### src/rtl/axi4l2apb.sv
// rtl/axi4l2apb.sv - AXI4-Lite slave to APB master bridge, one transaction in flight
module axi4l2apb #(
    parameter int unsigned TIMEOUT = 256
) (
    input  logic        aclk,
    input  logic        aresetn,
    input  logic [31:0] axi_awaddr,
    input  logic        axi_awvalid,
    output logic        axi_awready,
    input  logic [31:0] axi_wdata,
    input  logic [3:0]  axi_wstrb,
    input  logic        axi_wvalid,
    output logic        axi_wready,
    output logic [1:0]  axi_bresp,
    output logic        axi_bvalid,
    input  logic        axi_bready,
    input  logic [31:0] axi_araddr,
    input  logic        axi_arvalid,
    output logic        axi_arready,
    output logic [31:0] axi_rdata,
    output logic [1:0]  axi_rresp,
    output logic        axi_rvalid,
    input  logic        axi_rready,
    output logic [31:0] apb_paddr,
    output logic        apb_pwrite,
    output logic [31:0] apb_pwdata,
    output logic [3:0]  apb_pstrb,
    output logic        apb_psel,
    output logic        apb_penable,
    input  logic [31:0] apb_prdata,
    input  logic        apb_pready,
    input  logic        apb_pslverr
);

    typedef enum logic [2:0] {
        S_IDLE,
        S_SETUP,
        S_ACCESS,
        S_WRESP,
        S_RRESP
    } state_t;

    localparam logic [1:0] RESP_OKAY   = 2'b00;
    localparam logic [1:0] RESP_SLVERR = 2'b10;

    state_t      state_q;
    logic        last_wr_q;
    logic [31:0] paddr_q;
    logic [31:0] pwdata_q;
    logic [3:0]  pstrb_q;
    logic        pwrite_q;
    logic        psel_q;
    logic        penable_q;
    logic [31:0] rdata_q;
    logic [1:0]  resp_q;
    logic [31:0] tcnt_q;

    logic in_idle;
    logic wr_elig;
    logic rd_elig;
    logic grant_wr;
    logic grant_rd;
    logic timeout_hit;

    // Round-robin grant: the type not served last wins a tie; ready only in idle and out of reset
    always_comb begin
        in_idle  = (state_q == S_IDLE) && aresetn;
        wr_elig  = axi_awvalid && axi_wvalid;
        rd_elig  = axi_arvalid;
        grant_wr = in_idle && wr_elig && (!rd_elig || !last_wr_q);
        grant_rd = in_idle && rd_elig && !grant_wr;
    end

    // The last stalled ACCESS cycle is the one where the counter already holds TIMEOUT-1
    assign timeout_hit = (TIMEOUT != 0) && !apb_pready && (tcnt_q == TIMEOUT - 1);

    assign axi_awready = grant_wr;
    assign axi_wready  = grant_wr;
    assign axi_arready = grant_rd;
    assign axi_bvalid  = (state_q == S_WRESP);
    assign axi_rvalid  = (state_q == S_RRESP);
    assign axi_bresp   = resp_q;
    assign axi_rresp   = resp_q;
    assign axi_rdata   = rdata_q;
    assign apb_paddr   = paddr_q;
    assign apb_pwrite  = pwrite_q;
    assign apb_pwdata  = pwdata_q;
    assign apb_pstrb   = pstrb_q;
    assign apb_psel    = psel_q;
    assign apb_penable = penable_q;

    // Bridge FSM: accept one AXI request, run SETUP/ACCESS on APB, hold the AXI response until taken
    always_ff @(posedge aclk) begin
        if (!aresetn) begin
            state_q   <= S_IDLE;
            last_wr_q <= 1'b0;
            paddr_q   <= '0;
            pwdata_q  <= '0;
            pstrb_q   <= '0;
            pwrite_q  <= 1'b0;
            psel_q    <= 1'b0;
            penable_q <= 1'b0;
            rdata_q   <= '0;
            resp_q    <= RESP_OKAY;
            tcnt_q    <= '0;
        end else begin
            case (state_q)
                S_IDLE: begin
                    if (grant_wr) begin
                        paddr_q   <= axi_awaddr;
                        pwdata_q  <= axi_wdata;
                        pstrb_q   <= axi_wstrb;
                        pwrite_q  <= 1'b1;
                        last_wr_q <= 1'b1;
                        psel_q    <= 1'b1;
                        penable_q <= 1'b0;
                        state_q   <= S_SETUP;
                    end else if (grant_rd) begin
                        paddr_q   <= axi_araddr;
                        pstrb_q   <= 4'b0000;
                        pwrite_q  <= 1'b0;
                        last_wr_q <= 1'b0;
                        psel_q    <= 1'b1;
                        penable_q <= 1'b0;
                        state_q   <= S_SETUP;
                    end
                end
                S_SETUP: begin
                    penable_q <= 1'b1;
                    tcnt_q    <= '0;
                    state_q   <= S_ACCESS;
                end
                S_ACCESS: begin
                    if (apb_pready) begin
                        psel_q    <= 1'b0;
                        penable_q <= 1'b0;
                        resp_q    <= apb_pslverr ? RESP_SLVERR : RESP_OKAY;
                        if (!pwrite_q) begin
                            rdata_q <= apb_prdata;
                        end
                        state_q   <= pwrite_q ? S_WRESP : S_RRESP;
                    end else if (timeout_hit) begin
                        psel_q    <= 1'b0;
                        penable_q <= 1'b0;
                        resp_q    <= RESP_SLVERR;
                        if (!pwrite_q) begin
                            rdata_q <= '0;
                        end
                        state_q   <= pwrite_q ? S_WRESP : S_RRESP;
                    end else begin
                        tcnt_q <= tcnt_q + 32'd1;
                    end
                end
                S_WRESP: begin
                    if (axi_bready) begin
                        state_q <= S_IDLE;
                    end
                end
                S_RRESP: begin
                    if (axi_rready) begin
                        state_q <= S_IDLE;
                    end
                end
                default: begin
                    state_q <= S_IDLE;
                end
            endcase
        end
    end

endmodule

### config.mk
export PLATFORM = sky130hd
export DESIGN_NAME = axi4l2apb
export DESIGN_NICKNAME = d
export VERILOG_FILES = /design/src/rtl/axi4l2apb.sv
export SDC_FILE = /design/constraint.sdc
export NUM_CORES = 1
export LEC_CHECK = 0
export BUFFER_PORTS_ARGS = -buffer_cell sky130_fd_sc_hd__buf_2
export CAP_MARGIN = 20
export CORE_MARGIN = 2
export CORE_UTILIZATION = 30
export DETAILED_ROUTE_END_ITERATION = 10
export GPL_TIMING_DRIVEN = 0
export PLACE_DENSITY = 0.59
export SETUP_SLACK_MARGIN = 0.02
export SYNTH_ARGS = -nofsm -noshare
export SYNTH_HDL_FRONTEND = slang
export SYNTH_SLANG_ARGS = --single-unit
export TNS_END_PERCENT = 10
### constraint.sdc
create_clock -name aclk -period 2.18 [get_ports aclk]
set_input_delay 0.327 -clock aclk [delete_from_list [all_inputs] [get_ports aclk]]
set_output_delay 0.327 -clock aclk [all_outputs]
set_load 0.03 [all_outputs]
==> out/metrics.csv <==
metric,value,unit
placed cells,1149,
slew margin rel.,0.5804,
Site Rows,50,
Critical Path RT,1.85,ns
most used flip-flop cell after synthesis,dfxtp_1,
crit path DAT,1.79,ns
number of flops mapped to enable cells by yosys,0,
final critical-path share of the clock period,0.9724,
startpoint of the worst hold path,axi_wdata[9],
WL final,18350,um
FF-to-FF setup slack,0.07,ns
antenna-violating nets left,0,
CTS tree,yes,
first-pass GRT wire length,28460,um
most used standard cell by instance count after synthesis,dfxtp_1,
Logic pwr share,0.132,
Switching Power,1.820,mW
Initial Util,0.3079,
vias in the first global route,5533,
Hold Buf Count CTS,0,
Peak VDD IR,0.0004927,V
clock share of power,0.456,
Syn Inst Count,639,
# IOs,253,
final core utilization,0.4266,
die height,143.0,um
Via-to-Cell Ratio,4.880,
initial antenna violation count,0,
I/O Buffers,249,
max-slew violations,0,
fmax,471.7,MHz
Startpoint Class,flip-flop,
CTS sink cnt,139,
min-delay worst type,input port to flip-flop,
measured slew at the worst slew-check pin,0.6247,ns
sequential share of the synthesized area,0.4799,
Ant. Diodes,0,
area of the mapped netlist,5798,um2
fin nets,1049,
later-pin clock latency in the skew report,0.42,ns
Sequential Power Share,0.411,
Max Root-Sink Buffers,2,
dominant cells by area after synthesis,"dfxtp_1 48%, nand2_1 5.9%, mux2i_1 5.5%",
reg2reg path depth,6,
All-Layer GR Usage,0.1780,
outcome,completed,
DRC,0,
CTS root buf,clkbuf_16,
1st-iter DRT viols,282,
share of layout cells above drive strength 1,0.3620,
Post-Layout Cell Count,1180,
min cycle time layout,2.120,ns
Fin. Hold Viols,0,
Synth top cells by count,"139 x dfxtp_1, 91 x nand2_1, 55 x nand3_1, 50 x nor2_1, 35 x a211oi_1",
"Warnings, synthesis",0,
Core ar.,18830,um2
CP endpoint kind,output port,
Area growth syn-to-layout,38.54,%
die area,20450,um2
#FFs+latches synth,139,
Synth area leader,dfxtp_1,
"Avg Cell Area, Syn",9.074,um2
"Endpoint, Worst Hold",apb_pwdata[9],
setup violators final,0,
Power per Cell Area,824.3,nW/um2
Worst Hold Path Cells,3,
FF-to-FF Start,state_q[2],
Setup CP Type,flip-flop to output port,
Post-DP HPWL,13600,um
P_int,4.801,mW
leak pwr,3.926,nW
sw frac,0.2749,
crit-path max FO,12,
Die W,143.0,um
Post-synth ARST share,0,
# fillers,1929,
routability cong.,0.8397,
Layout Skew,0.01765,ns
routed len/inst,15.55,um
Via Count,5758,
first-pass detailed-route iteration total,5,
CTS Buf Count,17,
Max Cap Viol,0,
CTS H-Tree Depth,4,
worst r2r dst,tcnt_q[20],
library cells used by synthesis,62,
Worst-path clk slew,0.07,ns
largest net degree at the start of global routing,18,
GRT overflow,0,
Yosys top cell area share,0.4799,
RSZ-0062 raised after global routing,yes,
==> power groups by stage <==
stage          Sequential, mW  Combinational [mW]  Clock, mW
2_1_floorplan            2.98               0.320          0
3_3_place_gp             2.78               0.878          0
3_5_place_dp             2.77               0.883          0
4_1_cts                  2.72               0.886       3.10
5_1_grt                  2.74               0.951       3.23
6_report                 2.72               0.877       3.02
==> layer usage <==
| layer | wire (um) | global-route usage | up-vias |
|---|---|---|---|
| met4 | 176 | 0.05003 | 0 |
| li1 | - | - | 2883 |
| met1 | 8033 | 0.2183 | 2652 |
| met2 | 8858 | 0.2969 | 205 |
| met3 | 1285 | 0.06036 | 18 |
| met5 | 0 | 0 | - |
==> sequential cells by signal, indices dropped and copies added, names as in the netlist <==
register,count
tcnt_q,32
state_q,3
axi_bresp,1
apb_pstrb,4
apb_pwdata,32
apb_pwrite,1
apb_psel,1
axi_rdata,32
apb_paddr,32
apb_penable,1
==> what timing repair did <==
action / in CTS / in global routing
pin swaps: 1 / 1
gates resized for setup: 5 / 7
setup buffers: 2 / 0
setup endpoints to repair: 34 / 74
==> worst max-delay path by stage <==
stage / from / endpoint / slack [ns] / depth (start not counted)
2_1_floorplan: state_q[1] / axi_arready / 0.22 / 6
3_3_place_gp: state_q[1] / axi_wready / -0.36 / 7
3_5_place_dp: state_q[1] / axi_wready / -0.35 / 7
4_1_cts: state_q[1] / axi_rdata[2] / 0.03 / 6
5_1_grt: state_q[2] / tcnt_q[20] / -0.1 / 6
6_report: state_q[1] / axi_wready / 0.06 / 6
==> cell usage in the layout, fill, tap and decap left out, types with 3 or more instances in the layout <==
cell type,count
o211ai_1,3
nor3_1,7
a21oi_1,15
buf_1,5
dfxtp_1,139
clkbuf_16,17
inv_1,7
a41oi_1,3
nor2_1,49
bufinv_16,3
nand2_1,91
a31oi_1,15
and4_1,4
o21ai_1,3
nor4_1,7
clkinv_4,3
o21a_1,4
a211o_1,3
o31ai_1,4
nand4_1,8
a211oi_1,35
inv_6,5
o21ai_0,10
clkbuf_1,16
clkbuf_2,3
or3_1,3
a22oi_1,7
buf_2,261
and3_1,8
a22o_1,33
buf_4,8
buf_6,5
nor4_2,5
mux2i_1,32
nand3_1,55
==> final cells by class <==
class,instances,area [um2],area share
flip-flops and latches,139,2783,0.3464
repair buffers,251,1261,0.1570
clock buffers,18,429.2,0.05343
inverters,9,33.78,0.004206
multi-input cells,443,2765,0.3442
clock inverters,14,183.9,0.02290
well taps,260,325.3,0.04050
plain buffers,46,251.5,0.03131
==> per-stage QoR <==
stage	power, mW	setup TNS [ns]	worst slack (ns)	hold WS (ns)	cell area, um2
finish	6.621	0	0.06018	0.08259	8033
CTS	6.707	0	0.03293	0.06320	8010
floorplan	3.304	0	0.2186	0.4260	5803
detailed placement	3.656	-2.614	-0.3517	0.4414	7375
global route	6.918	-0.5426	-0.09817	0.05630	8033
global placement	3.654	-3.511	-0.3626	0.4379	7375
==> critical path, stage by stage, from the launching register on <==
cell and delay [ns]:
dfxtp_1 0.31, buf_2 0.18, nor2_4 0.17, nand4_1 0.17, inv_2 0.22, buf_4 0.14
buf_2 0.18
==> kinds of logic after synthesis <==
family	share of synthesized area
fa+ha+maj	0.002158
compound gates	0.1983
buf+inv	0.05050
other cells	0.0006468
simple gates	0.2132
flops	0.4799
mux	0.05524
Note: power is estimated with default switching activity, not from simulation.
